File: config.mk
export PLATFORM = sky130hd
export DESIGN_NAME = shift_ex_stage_flat
export DESIGN_NICKNAME = d
export VERILOG_FILES = /design/src/rtl/shift_ex_stage_if.sv /design/src/rtl/shift_ex_stage.sv /design/src/flat_wrapper.sv
export SDC_FILE = /design/constraint.sdc
export NUM_CORES = 1
export LEC_CHECK = 0
export BUFFER_PORTS_ARGS = -buffer_cell sky130_fd_sc_hd__buf_2
export CORE_MARGIN = 4
export CORE_UTILIZATION = 54
export DETAILED_ROUTE_END_ITERATION = 8
export MAX_ROUTING_LAYER = met4
export PLACE_DENSITY = 0.83
export SYNTH_ARGS = -nofsm -noshare
export SYNTH_HDL_FRONTEND = slang
export SYNTH_SLANG_ARGS = --single-unit
File: constraint.sdc
create_clock -name clk -period 2.3 [get_ports clk]
set_input_delay 0.23 -clock clk [delete_from_list [all_inputs] [get_ports clk]]
set_output_delay 0.23 -clock clk [all_outputs]
set_load 0.01 [all_outputs]
File: src/rtl/shift_ex_stage_if.sv
// Handshake bundle for the shift execute stage: issue-side request channel
// and writeback-side result channel.
interface shift_ex_stage_if #(
   parameter int unsigned DW = 16,
   parameter int unsigned SW = 4,
   parameter int unsigned TW = 4
);
   logic          in_valid;
   logic          in_ready;
   logic [DW-1:0] in_data;
   logic [SW-1:0] in_amt;
   logic [1:0]    in_op;
   logic [TW-1:0] in_tag;

   logic          out_valid;
   logic          out_ready;
   logic [DW-1:0] out_data;
   logic [TW-1:0] out_tag;
   logic          out_z;
   logic          out_err;

   // Issue/writeback environment side.
   modport master (
      output in_valid, in_data, in_amt, in_op, in_tag, out_ready,
      input  in_ready, out_valid, out_data, out_tag, out_z, out_err
   );

   // Pipeline side.
   modport slave (
      input  in_valid, in_data, in_amt, in_op, in_tag, out_ready,
      output in_ready, out_valid, out_data, out_tag, out_z, out_err
   );
endinterface

File: src/rtl/shift_ex_stage.sv
// Two-stage elastic execute pipeline for SLL/SRA/ROR: stage 1 holds the issued
// operation, stage 2 holds the computed result with Z/error flags.
module shift_ex_stage #(
   parameter int unsigned DW = 16,
   parameter int unsigned SW = 4,
   parameter int unsigned TW = 4
) (
   input  logic             clk,
   input  logic             rst_n,
   input  logic             flush,
   shift_ex_stage_if.slave  bus
);

   typedef enum logic [1:0] {
      OpSll = 2'b00,
      OpSra = 2'b01,
      OpRor = 2'b10,
      OpIll = 2'b11
   } op_e;

   logic          s1_valid_q, s1_valid_d;
   logic [DW-1:0] s1_data_q, s1_data_d;
   logic [SW-1:0] s1_amt_q, s1_amt_d;
   op_e           s1_op_q, s1_op_d;
   logic [TW-1:0] s1_tag_q, s1_tag_d;

   logic          s2_valid_q, s2_valid_d;
   logic [DW-1:0] s2_data_q, s2_data_d;
   logic [TW-1:0] s2_tag_q, s2_tag_d;
   logic          s2_z_q, s2_z_d;
   logic          s2_err_q, s2_err_d;

   logic          s2_free;
   logic          s1_adv;
   logic          in_ready;
   logic          accept;
   logic          deliver;

   logic [DW-1:0] sll_res;
   logic [DW-1:0] sra_res;
   logic [DW-1:0] ror_res;
   logic [DW-1:0] res;
   logic          res_err;

   // out_ready reaches in_ready combinationally so a full pipe can refill while draining.
   always_comb begin
      s2_free  = !s2_valid_q || bus.out_ready;
      s1_adv   = s1_valid_q && s2_free;
      in_ready = !flush && (!s1_valid_q || s1_adv);
      accept   = bus.in_valid && in_ready;
      deliver  = s2_valid_q && bus.out_ready;
   end

   // Log-depth barrel: each amount bit applies a power-of-two shift step.
   always_comb begin
      sll_res = s1_data_q;
      sra_res = s1_data_q;
      ror_res = s1_data_q;
      for (int unsigned i = 0; i < SW; i++) begin
         if (s1_amt_q[i]) begin
            sll_res = sll_res << (1 << i);
            sra_res = $signed(sra_res) >>> (1 << i);
            ror_res = (ror_res >> (1 << i)) | (ror_res << (DW - (1 << i)));
         end
      end
   end

   always_comb begin
      res     = s1_data_q;
      res_err = 1'b0;
      unique case (s1_op_q)
         OpSll: res = sll_res;
         OpSra: res = sra_res;
         OpRor: res = ror_res;
         OpIll: begin
            res     = s1_data_q;
            res_err = 1'b1;
         end
      endcase
   end

   always_comb begin
      s1_data_d = s1_data_q;
      s1_amt_d  = s1_amt_q;
      s1_op_d   = s1_op_q;
      s1_tag_d  = s1_tag_q;
      if (accept) begin
         s1_data_d = bus.in_data;
         s1_amt_d  = bus.in_amt;
         s1_op_d   = op_e'(bus.in_op);
         s1_tag_d  = bus.in_tag;
      end

      if (flush) begin
         s1_valid_d = 1'b0;
      end else if (accept) begin
         s1_valid_d = 1'b1;
      end else if (s1_adv) begin
         s1_valid_d = 1'b0;
      end else begin
         s1_valid_d = s1_valid_q;
      end
   end

   always_comb begin
      s2_data_d = s2_data_q;
      s2_tag_d  = s2_tag_q;
      s2_z_d    = s2_z_q;
      s2_err_d  = s2_err_q;
      if (s1_adv) begin
         s2_data_d = res;
         s2_tag_d  = s1_tag_q;
         s2_z_d    = (res == '0);
         s2_err_d  = res_err;
      end

      // A same-edge advance overrides the delivery, replacing the stage-2 contents.
      if (flush) begin
         s2_valid_d = 1'b0;
      end else if (s1_adv) begin
         s2_valid_d = 1'b1;
      end else if (deliver) begin
         s2_valid_d = 1'b0;
      end else begin
         s2_valid_d = s2_valid_q;
      end
   end

   always_ff @(posedge clk or negedge rst_n) begin
      if (!rst_n) begin
         s1_valid_q <= 1'b0;
         s1_data_q  <= '0;
         s1_amt_q   <= '0;
         s1_op_q    <= OpSll;
         s1_tag_q   <= '0;
         s2_valid_q <= 1'b0;
         s2_data_q  <= '0;
         s2_tag_q   <= '0;
         s2_z_q     <= 1'b0;
         s2_err_q   <= 1'b0;
      end else begin
         s1_valid_q <= s1_valid_d;
         s1_data_q  <= s1_data_d;
         s1_amt_q   <= s1_amt_d;
         s1_op_q    <= s1_op_d;
         s1_tag_q   <= s1_tag_d;
         s2_valid_q <= s2_valid_d;
         s2_data_q  <= s2_data_d;
         s2_tag_q   <= s2_tag_d;
         s2_z_q     <= s2_z_d;
         s2_err_q   <= s2_err_d;
      end
   end

   assign bus.in_ready  = in_ready;
   assign bus.out_valid = s2_valid_q;
   assign bus.out_data  = s2_data_q;
   assign bus.out_tag   = s2_tag_q;
   assign bus.out_z     = s2_z_q;
   assign bus.out_err   = s2_err_q;

`ifndef SYNTHESIS
   a_flush_empties: assert property (@(posedge clk) disable iff (!rst_n)
      flush |=> !bus.out_valid);

   a_hold_stable: assert property (@(posedge clk) disable iff (!rst_n)
      (bus.out_valid && !bus.out_ready && !flush) |=>
         (bus.out_valid && $stable(bus.out_data) && $stable(bus.out_tag) &&
          $stable(bus.out_z) && $stable(bus.out_err)));
`endif

endmodule

File: src/flat_wrapper.sv
// flat-port wrapper written by rule: the top's interface ports become plain ports
module shift_ex_stage_flat 
#(
   parameter int unsigned DW = 16,
   parameter int unsigned SW = 4,
   parameter int unsigned TW = 4
)
  (clk, rst_n, flush, bus_in_valid, bus_in_data, bus_in_amt, bus_in_op, bus_in_tag, bus_out_ready, bus_in_ready, bus_out_valid, bus_out_data, bus_out_tag, bus_out_z, bus_out_err);
  shift_ex_stage_if #(.DW(DW), .SW(SW), .TW(TW)) bus_i ();
  input  logic clk;
  input  logic rst_n;
  input  logic flush;
  input wire logic [$bits(bus_i.in_valid)-1:0] bus_in_valid;
  input wire logic [$bits(bus_i.in_data)-1:0] bus_in_data;
  input wire logic [$bits(bus_i.in_amt)-1:0] bus_in_amt;
  input wire logic [$bits(bus_i.in_op)-1:0] bus_in_op;
  input wire logic [$bits(bus_i.in_tag)-1:0] bus_in_tag;
  input wire logic [$bits(bus_i.out_ready)-1:0] bus_out_ready;
  output wire logic [$bits(bus_i.in_ready)-1:0] bus_in_ready;
  output wire logic [$bits(bus_i.out_valid)-1:0] bus_out_valid;
  output wire logic [$bits(bus_i.out_data)-1:0] bus_out_data;
  output wire logic [$bits(bus_i.out_tag)-1:0] bus_out_tag;
  output wire logic [$bits(bus_i.out_z)-1:0] bus_out_z;
  output wire logic [$bits(bus_i.out_err)-1:0] bus_out_err;
  assign bus_i.in_valid = bus_in_valid;
  assign bus_i.in_data = bus_in_data;
  assign bus_i.in_amt = bus_in_amt;
  assign bus_i.in_op = bus_in_op;
  assign bus_i.in_tag = bus_in_tag;
  assign bus_i.out_ready = bus_out_ready;
  assign bus_in_ready = bus_i.in_ready;
  assign bus_out_valid = bus_i.out_valid;
  assign bus_out_data = bus_i.out_data;
  assign bus_out_tag = bus_i.out_tag;
  assign bus_out_z = bus_i.out_z;
  assign bus_out_err = bus_i.out_err;
  shift_ex_stage #(.DW(DW), .SW(SW), .TW(TW)) u_core (.clk(clk), .rst_n(rst_n), .flush(flush), .bus(bus_i));
endmodule
Word level (Yosys, flattened, before mapping)
Cells that the tools add are included.
{"block": "op_classes", "eq_ne": 3, "muxes": 20, "bitwise_logic": 4, "n_reduce_logical": 13}
{"op": "two-way mux 16 bit", "n": 8}
{"op": "one-hot mux 16 bit (4 select lines)", "n": 1}
{"op": "two-way mux 15 bit", "n": 4}
{"op": "zero test 16 bit", "n": 1}
{"op": "OR 12 x 16 -> 16 bit", "n": 1}
{"op": "OR 14 x 16 -> 16 bit", "n": 1}
{"op": "OR 15 x 16 -> 16 bit", "n": 1}
{"op": "OR 8 x 16 -> 16 bit", "n": 1}
{"op": "two-way mux 1 bit", "n": 7}
{"op": "nonzero test 3 bit", "n": 2}
{"op": "equality test 2 bit (second input constant)", "n": 2}
{"op": "logical AND 1 bit", "n": 4}
{"op": "zero test 1 bit", "n": 3}
{"op": "equality test 2 x 1 -> 1 bit (second input constant)", "n": 1}
{"op": "zero test 2 bit", "n": 1}
{"op": "logical OR 1 bit", "n": 2}
{"block": "totals", "ff_bits": 50, "inputBits": 31, "output_inout_bits": 24, "elab_cells": 50}

Depth between registers and ports, before layout
{"block": "depth", "ltp_word": 10, "mapped_depth": 12, "ltp_nobuf": 7}

Worst setup path before layout
No wires, ideal clock.
{"block": "synth_timing", "kind": "register -> register", "startpoint": "reg u_core.s1_amt_q[1]", "endpoint": "reg u_core.s2_z_q (netlist: u_core.bus.out_z)", "setup_time_ns": 0.092, "t_arrival_ns": 2.250, "required_ns": 2.208, "setup_slack_ns": -0.042, "stages_incl_launch_ff": 10, "path_buffers": 2, "synth_period_minus_slack_ns": 2.342, "path_cell_list": "dfrtp_1 > buf_6 > buf_2 > mux4_2 > mux2_2 > nand3_1 > a21oi_1 > a2111oi_4 > nand4_1 > o31ai_2"}
{"block": "synth_between", "elab_chain_cells": 7, "elab_cells_between_ends": 13, "classes_between": "mux: 10; bitwise: 2; reduce/logical: 1"}
{"item": "start: declaration", "line": "shift_ex_stage.sv:23", "source": "logic [SW-1:0] s1_amt_q, s1_amt_d;"}
{"item": "start signal: assignment", "line": "shift_ex_stage.sv:144", "source": "s1_amt_q <= s1_amt_d;"}
{"item": "two-way mux 16 bit", "line": "shift_ex_stage.sv:60", "source": "if (s1_amt_q[i]) begin"}
{"item": "OR 12 x 16 -> 16 bit", "line": "shift_ex_stage.sv:63", "source": "ror_res = (ror_res >> (1 << i)) | (ror_res << (DW - (1 << i)));"}
{"item": "two-way mux 16 bit", "line": "shift_ex_stage.sv:60"}
{"item": "OR 8 x 16 -> 16 bit", "line": "shift_ex_stage.sv:63"}
{"item": "two-way mux 16 bit", "line": "shift_ex_stage.sv:60"}
{"item": "one-hot mux 16 bit (4 select lines) (*)", "line": "shift_ex_stage.sv:71", "source": "unique case (s1_op_q)"}
{"item": "zero test 16 bit (*)", "line": "shift_ex_stage.sv:113", "source": "s2_z_d = (res == '0);"}
{"item": "end signal: assignment", "line": "shift_ex_stage.sv:150", "source": "s2_z_q <= s2_z_d;"}
{"item": "end: declaration", "line": "shift_ex_stage.sv:30", "source": "logic s2_z_q, s2_z_d;"}
Mark *: on every way between the ends. The rest lies on a longest branch, timed or not.
A chain may end at the register's enable or synchronous reset.

Worst setup path after layout
{"block": "layout_timing", "startpoint": "reg u_core.s1_amt_q[2]", "endpoint": "reg u_core.s2_z_q (netlist: u_core.bus.out_z)"}
{"block": "layout_between", "elab_chain_cells": 5, "elab_cells_between_ends": 9, "classes_between": "mux: 7; bitwise: 1; reduce/logical: 1"}
{"item": "two-way mux 16 bit", "line": "shift_ex_stage.sv:60"}
{"item": "OR 8 x 16 -> 16 bit", "line": "shift_ex_stage.sv:63"}
{"item": "two-way mux 16 bit", "line": "shift_ex_stage.sv:60"}
{"item": "one-hot mux 16 bit (4 select lines) (*)", "line": "shift_ex_stage.sv:71"}
{"item": "zero test 16 bit (*)", "line": "shift_ex_stage.sv:113"}
Marks and branches as above.

==> key figures <==
Run status
  • Status: finished, violations left
  • Failing checks: setup timing

Critical path
  • Worst Setup Start Kind: register
  • R2R setup slack: -0.23 ns
  • Critical Path RT: about 2.5 ns
  • Crit. End Element: register
  • CP arrival: ~2.8 ns
  • Setup Crit Path Kind: reg -> reg
  • CP Max Fanout: 17

Yosys
  • Post-Syn Area: between 4000 and 5000 um2
  • Post-synth cell types: 57
  • #FFs+latches synth: 50
  • Top_reg_cell synth: dfrtp_1
  • Mapped Nets: ~470
  • Area fraction of the dominant cell type after synthesis: 0.291
  • Synth async-reset ratio: 1.00
  • Synth top area cells: dfrtp_1 29%, mux2_2 12%, mux4_2 11%
  • Sequential share of the synthesized area: 0.291
  • Syn. warnings: 0
  • EDFF count, synth: 0
  • Mean Syn Cell Area: about 9.8 um2
  • Cells after Synth: between 400 and 500
  • Cell taking the most area after synthesis: dfrtp_1
  • Most numerous cell in the Yosys netlist: dfrtp_1
  • Commonest cells in the netlist: 50 x dfrtp_1, 47 x mux2i_1, 44 x mux2_2, 34 x clkbuf_1, 32 x nand2_1

Timing
  • Actual slew at the worst max-slew pin: 0.577 ns
  • Final min period: 2.53 ns
  • Crit share post-route: 1.10
  • PnR worst setup slack: -0.227 ns
  • Relative slew slack: 0.605
  • RSZ-0062 raised after global routing: true
  • # setup viols final: 7
  • F_max: approximately 400 MHz
  • Clock skew: roughly 0.017 ns
  • Pins Over Slew Limit: 0
  • Final Hold Fails: 0

GRT
  • Initial antenna violation count: 0
  • Global-route wire length before repair: ~25000 um
  • Largest net degree at the start of global routing: 47
  • Met3 Use GR: 0.0646
  • Met1 usage: 0.424
  • Total track usage: 0.344
  • Gr ovfl total: 0
  • GRT met2 Usage: 0.562
  • Vias in the first global route: approximately 4500
  • Gr busiest metal: met2

Routing
  • Vias per inst: between 6 and 7
  • Total number of vias: about 4400
  • DRT iter0 DRCs: roughly 310
  • WL per Instance: 23.3 um
  • ANT nets after route: 0
  • DR DRC count: 0
  • DR pass1 iterations: 5
  • WL final: approximately 16000 um

Finish
  • Layout cells sized above 1: 0.535
  • Fin nets: just over 600
  • # diodes: 0
  • Fin cells: ~690
  • Area grow syn2layout: 36.6%
  • Post-route design area: around 6000 um2
  • Final core occ: 0.760

Placement
  • Placed standard-cell area: 5400 um2
  • DP Wirelength: 12500 um
  • IO Port Bufs: 54
  • # placed instances: ~670
  • Final GP Congestion: about 0.99

Pwr
  • Clk pwr share: 0.110
  • Combinational Power Share: 0.637
  • VDD IR max: 0.527 mV
  • Leakage: between 0.002 and 0.003 uW
  • NetSw: between 2000 and 2500 uW
  • Pwr Density: 833 nW/um2
  • Register share of total power: 0.253
  • Switching Fraction: 0.416
  • Total Power: 4890 uW
  • Power Internal: ~2900 uW

Min path
  • Worst hold path class: in -> reg

Die
  • Die width: 97.2 um
  • Rows: 32
  • Core area: slightly below 8000 um2
  • Die area: roughly 9500 um2
  • DIE HEIGHT: between 90 and 100 um
  • IO Pins: 55
  • Initial Util: 0.556

Clock tree
  • Clock Path Buffers: 2
  • CTS tree: done
  • Clock Sinks: 50
  • Num CTS Buffers: 5
  • Worst skew pair latency: 0.32 ns
  • H-tree levels: 2
  • Worst-path clk slew: about 0.11 ns
  • Clock Root Buffer: clkbuf_8

Flow run
  • Maxcap violations: 0
## path summary, 6_finish.rpt
kind,start,to,cells after the start
worst max register to register,u_core.s1_amt_q[2],u_core.bus.out_z,8
worst min register to register,u_core.bus.out_data[15],u_core.bus.out_data[15],2
min in group asynchronous,rst_n,u_core.s1_amt_q[2],2
worst max-delay path,u_core.s1_amt_q[2],u_core.bus.out_z,8
max in group asynchronous,rst_n,u_core.s1_amt_q[1],3
worst min-delay path,flush,u_core.s1_valid_q,2
## through the flow
| step | setup WS (ns) | hold slack, ns | TNS (ns) |
|---|---|---|---|
| 6_report | -0.227 | 0.0948 | -0.472 |
| 3_5_place_dp | -0.291 | 0.0745 | -0.822 |
| 3_3_place_gp | -0.300 | 0.0688 | -0.575 |
| 2_1_floorplan | 0.00985 | -0.0656 | 0 |
| 4_1_cts | -0.180 | 0.0946 | -0.281 |
| 5_1_grt | -0.311 | 0.102 | -0.966 |
## per-layer routing
layer  up-vias  wire length, um
met3        58             1250
li1       1944                -
met2       260             7670
met5         -                0
met1      2110             6300
met4         0              732
## placed cells by master (no fill, tap or decap), types with 7 or more instances in the layout
cell type	count
a21oi_1	18
buf_2	54
buf_4	125
buf_6	8
dfrtp_1	46
mux2_2	38
mux2i_1	31
mux2i_2	11
mux4_2	22
nand2_1	31
nand2b_1	9
nand3_1	7
nor2_1	25
nor2b_1	7
o21ai_0	15
## timing repair
| item | 4_1_cts | 5_1_grt |
|---|---|---|
| pin swaps | 8 | 9 |
| hold endpoints to repair | 4 | 0 |
| setup endpoints to repair | 11 | 15 |
| cloned | 0 | 0 |
| hold buffers | 1 | 0 |
| gates resized for setup | 36 | 39 |
| buffers inserted | 8 | 4 |
## sequential cells by signal, summed over array words and instances (netlist names)
| register | cells |
|---|---|
| u_core.bus.out_data | 16 |
| u_core.bus.out_err | 1 |
| u_core.bus.out_tag | 4 |
| u_core.bus.out_valid | 1 |
| u_core.bus.out_z | 1 |
| u_core.s1_amt_q | 4 |
| u_core.s1_data_q | 16 |
| u_core.s1_op_q | 2 |
| u_core.s1_tag_q | 4 |
| u_core.s1_valid_q | 1 |
## worst max-delay path, stage by stage, from the launching register on
cell,delay (ns)
dfrtp_2,0.45
buf_12,0.19
mux2i_4,0.29
mux4_2,0.32
nor3_1,0.07
or4_4,0.52
nor3_2,0.21
nand4_1,0.14
o31ai_2,0.23
## power groups by stage
stage / logic, uW / registers [uW] / clock network, uW
2_1_floorplan: 1500 / 1250 / 0
3_3_place_gp: 2660 / 1230 / 0
3_5_place_dp: 2700 / 1250 / 0
4_1_cts: 2880 / 1230 / 529
5_1_grt: 3290 / 1270 / 581
6_report: 3120 / 1240 / 537
## cell type report
type / instances / area [um2]
multi-input cells: 328 / 2990
clock buffers: 5 / 68.8
well taps: 102 / 128
repair buffers: 192 / 1390
inverters: 6 / 27.5
clock inverters: 2 / 13.8
flip-flops and latches: 50 / 1260
fillers: 523 / 1850
## cells by family (layout without fill, tap and decap cells)
logic type / after synthesis / in the layout / share of synthesized area
mux: 113 / 113 / 0.341
simple gates: 111 / 111 / 0.127
compound gates: 104 / 104 / 0.173
buf+inv: 62 / 205 / 0.0684
flops: 50 / 50 / 0.291
No activity file was read; power rests on OpenSTA's default activity.
